**config.mk**
```make
export PLATFORM = sky130hd
export DESIGN_NAME = store_drain_queue
export DESIGN_NICKNAME = d
export VERILOG_FILES = /design/src/rtl/store_drain_queue.sv
export SDC_FILE = /design/constraint.sdc
export NUM_CORES = 1
export LEC_CHECK = 0
export ABC_CLOCK_PERIOD_IN_PS = 3600
export CAP_MARGIN = 20
export CORE_MARGIN = 3
export CORE_UTILIZATION = 51
export CTS_CLUSTER_DIAMETER = 40
export DETAILED_ROUTE_END_ITERATION = 10
export GPL_ROUTABILITY_DRIVEN = 0
export PLACE_DENSITY = 0.79
export REMOVE_ABC_BUFFERS = 1
export SYNTH_ARGS = -nofsm -noshare
export SYNTH_HDL_FRONTEND = slang
export SYNTH_SLANG_ARGS = --single-unit
```
**constraint.sdc**
```tcl
create_clock -name clk_i -period 3.6 [get_ports clk_i]
set_clock_uncertainty 0.2 [all_clocks]
set_input_delay 0.54 -clock clk_i [delete_from_list [all_inputs] [get_ports clk_i]]
set_output_delay 0.54 -clock clk_i [all_outputs]
set_load 0.005 [all_outputs]
```
**src/rtl/store_drain_queue.sv**
```systemverilog
// store_drain_queue: store FIFO draining to data memory via req/gnt/ack; STORE_DRAIN_LD_FWD_EN enables load forwarding
module store_drain_queue #(
    parameter int WORD_SIZE_P = 16,
    parameter int DQ_ENTRY = 4
) (
    input  logic                   clk_i,
    input  logic                   reset_i,
    input  logic                   sb_mem_v_i,
    input  logic [WORD_SIZE_P-1:0] sb_mem_addr_i,
    input  logic [WORD_SIZE_P-1:0] sb_mem_data_i,
    output logic                   dq_ready_o,
    output logic                   dq_empty_o,
    output logic                   mem_req_o,
    output logic [WORD_SIZE_P-1:0] mem_addr_o,
    output logic [WORD_SIZE_P-1:0] mem_wdata_o,
    input  logic                   mem_gnt_i,
    input  logic                   mem_ack_i,
    input  logic [WORD_SIZE_P-1:0] ld_addr_i,
    output logic                   ld_hit_o,
    output logic [WORD_SIZE_P-1:0] ld_data_o
);
    localparam int AW = $clog2(DQ_ENTRY);
    localparam int CW = AW + 1;

    typedef enum logic [1:0] {IDLE, REQ, WAIT} state_t;

    state_t                 state_q, state_n;
    logic [AW-1:0]          head_q, tail_q;
    logic [CW-1:0]          count_q, count_n;
    logic [DQ_ENTRY-1:0]    vld_q;
    logic [WORD_SIZE_P-1:0] addr_q [DQ_ENTRY];
    logic [WORD_SIZE_P-1:0] data_q [DQ_ENTRY];
    logic                   push, pop;

    // ready comes from the registered count only, so a pop in the same cycle gives no credit
    assign dq_ready_o  = !reset_i && (count_q != CW'(DQ_ENTRY));
    assign push        = sb_mem_v_i && dq_ready_o;
    assign pop         = (state_q == WAIT) && mem_ack_i;
    assign count_n     = count_q + CW'(push) - CW'(pop);
    assign dq_empty_o  = (count_q == '0);
    assign mem_req_o   = (state_q == REQ);
    assign mem_addr_o  = addr_q[head_q];
    assign mem_wdata_o = data_q[head_q];

    // drain sequencing: request the head, wait for grant, then wait for completion
    always_comb begin
        state_n = state_q;
        unique case (state_q)
            IDLE:    state_n = (count_n != '0) ? REQ : IDLE;
            REQ:     state_n = mem_gnt_i ? WAIT : REQ;
            WAIT:    state_n = mem_ack_i ? ((count_n != '0) ? REQ : IDLE) : WAIT;
            default: state_n = IDLE;
        endcase
    end

    // control state: pointers, occupancy, valid bits and FSM state
    always_ff @(posedge clk_i or posedge reset_i) begin
        if (reset_i) begin
            state_q <= IDLE;
            head_q  <= '0;
            tail_q  <= '0;
            count_q <= '0;
            vld_q   <= '0;
        end else begin
            state_q <= state_n;
            count_q <= count_n;
            if (pop) begin
                vld_q[head_q] <= 1'b0;
                head_q        <= head_q + 1'b1;
            end
            if (push) begin
                vld_q[tail_q] <= 1'b1;
                tail_q        <= tail_q + 1'b1;
            end
        end
    end

    // entry payload needs no reset; the valid bits and count guard it
    always_ff @(posedge clk_i) begin
        if (push) begin
            addr_q[tail_q] <= sb_mem_addr_i;
            data_q[tail_q] <= sb_mem_data_i;
        end
    end

`ifdef STORE_DRAIN_LD_FWD_EN
    // scan oldest to youngest so the youngest matching store wins
    always_comb begin
        ld_hit_o  = 1'b0;
        ld_data_o = '0;
        for (int i = 0; i < DQ_ENTRY; i++) begin
            if (vld_q[head_q + AW'(i)] && addr_q[head_q + AW'(i)] == ld_addr_i) begin
                ld_hit_o  = 1'b1;
                ld_data_o = data_q[head_q + AW'(i)];
            end
        end
    end
`else
    logic ld_unused;
    assign ld_unused = ^{ld_addr_i, vld_q};
    assign ld_hit_o  = 1'b0;
    assign ld_data_o = '0;
`endif
endmodule

```
==> results by group <==
Detailed routing
  • Vias per inst: 5.17
  • Vias: 2440
  • Detailed-route wire length per cell: 18.7 microns
  • Detail Route Antenna Nets: 0
  • DRT iter0 DRCs: 141
  • WL final: 8820 microns
  • TritonRoute pass-1 iters: 4
  • Drc violations: 0

Setup path
  • Element type at the critical path start: flip-flop
  • CP Capture Type: primary output
  • Cell depth of the worst flop-to-flop path: 11
  • Crit Path Max Fanout: 18
  • Critical Path RT: 2860 ps
  • Reg-to-reg endpoint: state_q[0]
  • FF-to-FF setup slack: 950 ps
  • FF-to-FF Start: count_q[1]
  • CP arrival: 2340 ps
  • Crit Path Class: flip-flop to primary output

Cells and area
  • Share of cells above drive strength 1: 0.245
  • Most common cell after layout, fill and taps aside: edfxtp_1
  • Most frequent cells in the layout: 128 x edfxtp_1, 71 x clkdlybuf4s50_1, 32 x mux4_2, 17 x conb_1, 16 x clkbuf_16
  • Fill cells: 655
  • Final nets: 386
  • Synthesis-to-finish area growth: 27.8%
  • Inserted Diodes: 0

Timing
  • Final min period: 3080 ps
  • Tcrit/Tclk final: 0.856
  • Max-slew violation count: 0
  • Final Hold Viols: 0
  • FMAX: 325 MHz
  • Final WS setup: 519 ps
  • RSZ-0062 raised after global routing: no
  • Final setup TNS: 0 ps
  • Final setup fails: 0

Power and ir drop
  • Worst vdd ir: 0.433 mV
  • P per Cell Area: 778 nW/um^2
  • Leak Pwr: 2.31 nW

Floorplan
  • Core Box Area: 9910 sq um
  • Die height: 108 microns
  • Die Area: 11600 sq um
  • Chip width: 108 microns
  • I/O Pins: 105
  • FP Rows: 36
  • Initial core utilization: 0.532

Logic synthesis
  • Syn Area/Cell: 22.6 sq um
  • Netlist cell types: 26
  • Mapped cell area: 5270 sq um
  • Sequential area share after synthesis: 0.772
  • Synth warn: 0
  • Post-Synthesis Cells: 233
  • #FFs+latches synth: 137

Place
  • Hpwl dp: 5650 microns
  • PortBufs: 71
  • Place WS: 342 ps

Global route
  • Global route overflow: 0
  • Antenna violations before repair: 0
  • Vias in the first global route: 2610
  • Gr usage total: 0.167
  • Largest net degree at the start of global routing: 35
  • First-pass GRT wire length: 13900 microns

CTS
  • CTS tree: yes
  • Post_cts resized: 0
  • H-tree Lvls: 4
  • CTS Sinks: 137
  • Clk buf depth: 2
  • Hold Buf Count CTS: 0
  • Setup Buffers After CTS: 0
  • Cts bufs inserted: 17
  • Clk Tree Root Cell: clkbuf_8
  • Clock-pin slew of the registers on the worst-case setup and hold paths: 60 ps
  • Worst skew pair latency: 520 ps

Worst hold path
  • Worst hold path type: primary input to async pin

Status
  • Outcome: finished clean

Run
  • Max Cap Viol: 0
==> critical path: stages (launching register included) <==
cell             delay (ps)
dfrtp_2                 650
buf_4                   340
mux4_2                  360
clkdlybuf4s50_1         480
==> area by class of cell <==
type	count	area, sq um	area share
sequential	137	4070	0.604
multi-input combinational	80	1050	0.156
timing repair buffer	83	813	0.121
clock buffer	18	418	0.0620
clock inverter	14	193	0.0286
tap	133	166	0.0247
inverter	7	26.3	0.00390
==> flip-flops by register name (all words and copies together), names as in the netlist <==
name     cells
data_q      64
count_q      3
tail_q       2
head_q       2
addr_q      64
state_q      2
==> cells by family (layout without fill, tap and decap cells) <==
kind of cell | after synthesis | after routing | synth area share
DFF | 137 | 137 | 0.772
xor gates and xnor gates | 5 | 5 | 0.00831
adders and majority gates | 7 | 7 | 0.0180
other | 1 | 17 | 0.000712
muxes | 33 | 33 | 0.139
AOI/OAI and AO/OA | 5 | 5 | 0.00641
buffers and inverters | 32 | 122 | 0.0413
and+or+nand+nor | 13 | 13 | 0.0142
==> cell usage after synthesis, drive strengths merged <==
cell	number	area [sq um]
buf	24	188
nor3	1	5.00
fa	1	20.0
mux4	32	721
nor2	1	3.75
o311a	1	10.0
a21oi	2	13.8
xor2	1	8.76
ha	6	75.1
edfxtp	128	3840
dfrtp	9	225
mux2	1	11.3
and3b	1	8.76
and2	4	25.0
or2	1	6.26
conb	1	3.75
inv	7	26.3
clkbuf	1	3.75
xnor2	4	35.0
o21ai	2	10.0
nor2b	1	6.26
nand2b	2	12.5
nand2	2	7.51
==> per-stage QoR <==
stage / utilization / std cells / hold slack (ps) / total power, mW / cell area [sq um]
floorplan: - / 224 / 168 / 2.81 / 5140
global placement: 0.618 / 440 / 300 / 3.51 / 6130
detailed placement: 0.618 / 440 / 341 / 3.54 / 6130
CTS: 0.680 / 472 / 134 / 5.32 / 6740
global route: 0.680 / 472 / 156 / 5.49 / 6740
finish: 0.680 / 472 / 151 / 5.24 / 6740
==> per-layer routing <==
layer,share of wire,wire length [microns],global-route usage
met5,0,0,0
met4,0.012,108,0.0649
met3,0.061,538,0.0606
met2,0.49,4360,0.263
met1,0.43,3820,0.213
==> how the worst max path moves through the flow <==
stage	startpoint	endpoint	cells past startpoint
floorplan	head_q[0]	mem_addr_o[0]	1
global placement	reset_i	state_q[0]	12
detailed placement	reset_i	state_q[0]	12
CTS	head_q[1]	mem_wdata_o[0]	3
global route	head_q[1]	mem_wdata_o[15]	3
finish	head_q[1]	mem_wdata_o[0]	3
==> report_power, final <==
group          internal (mW)  total (mW)  switching [mW]
Combinational          0.854        1.40           0.547
Sequential              1.96        2.08           0.117
Clock                   1.13        1.76           0.632
Power figures use the tool's default switching activity.
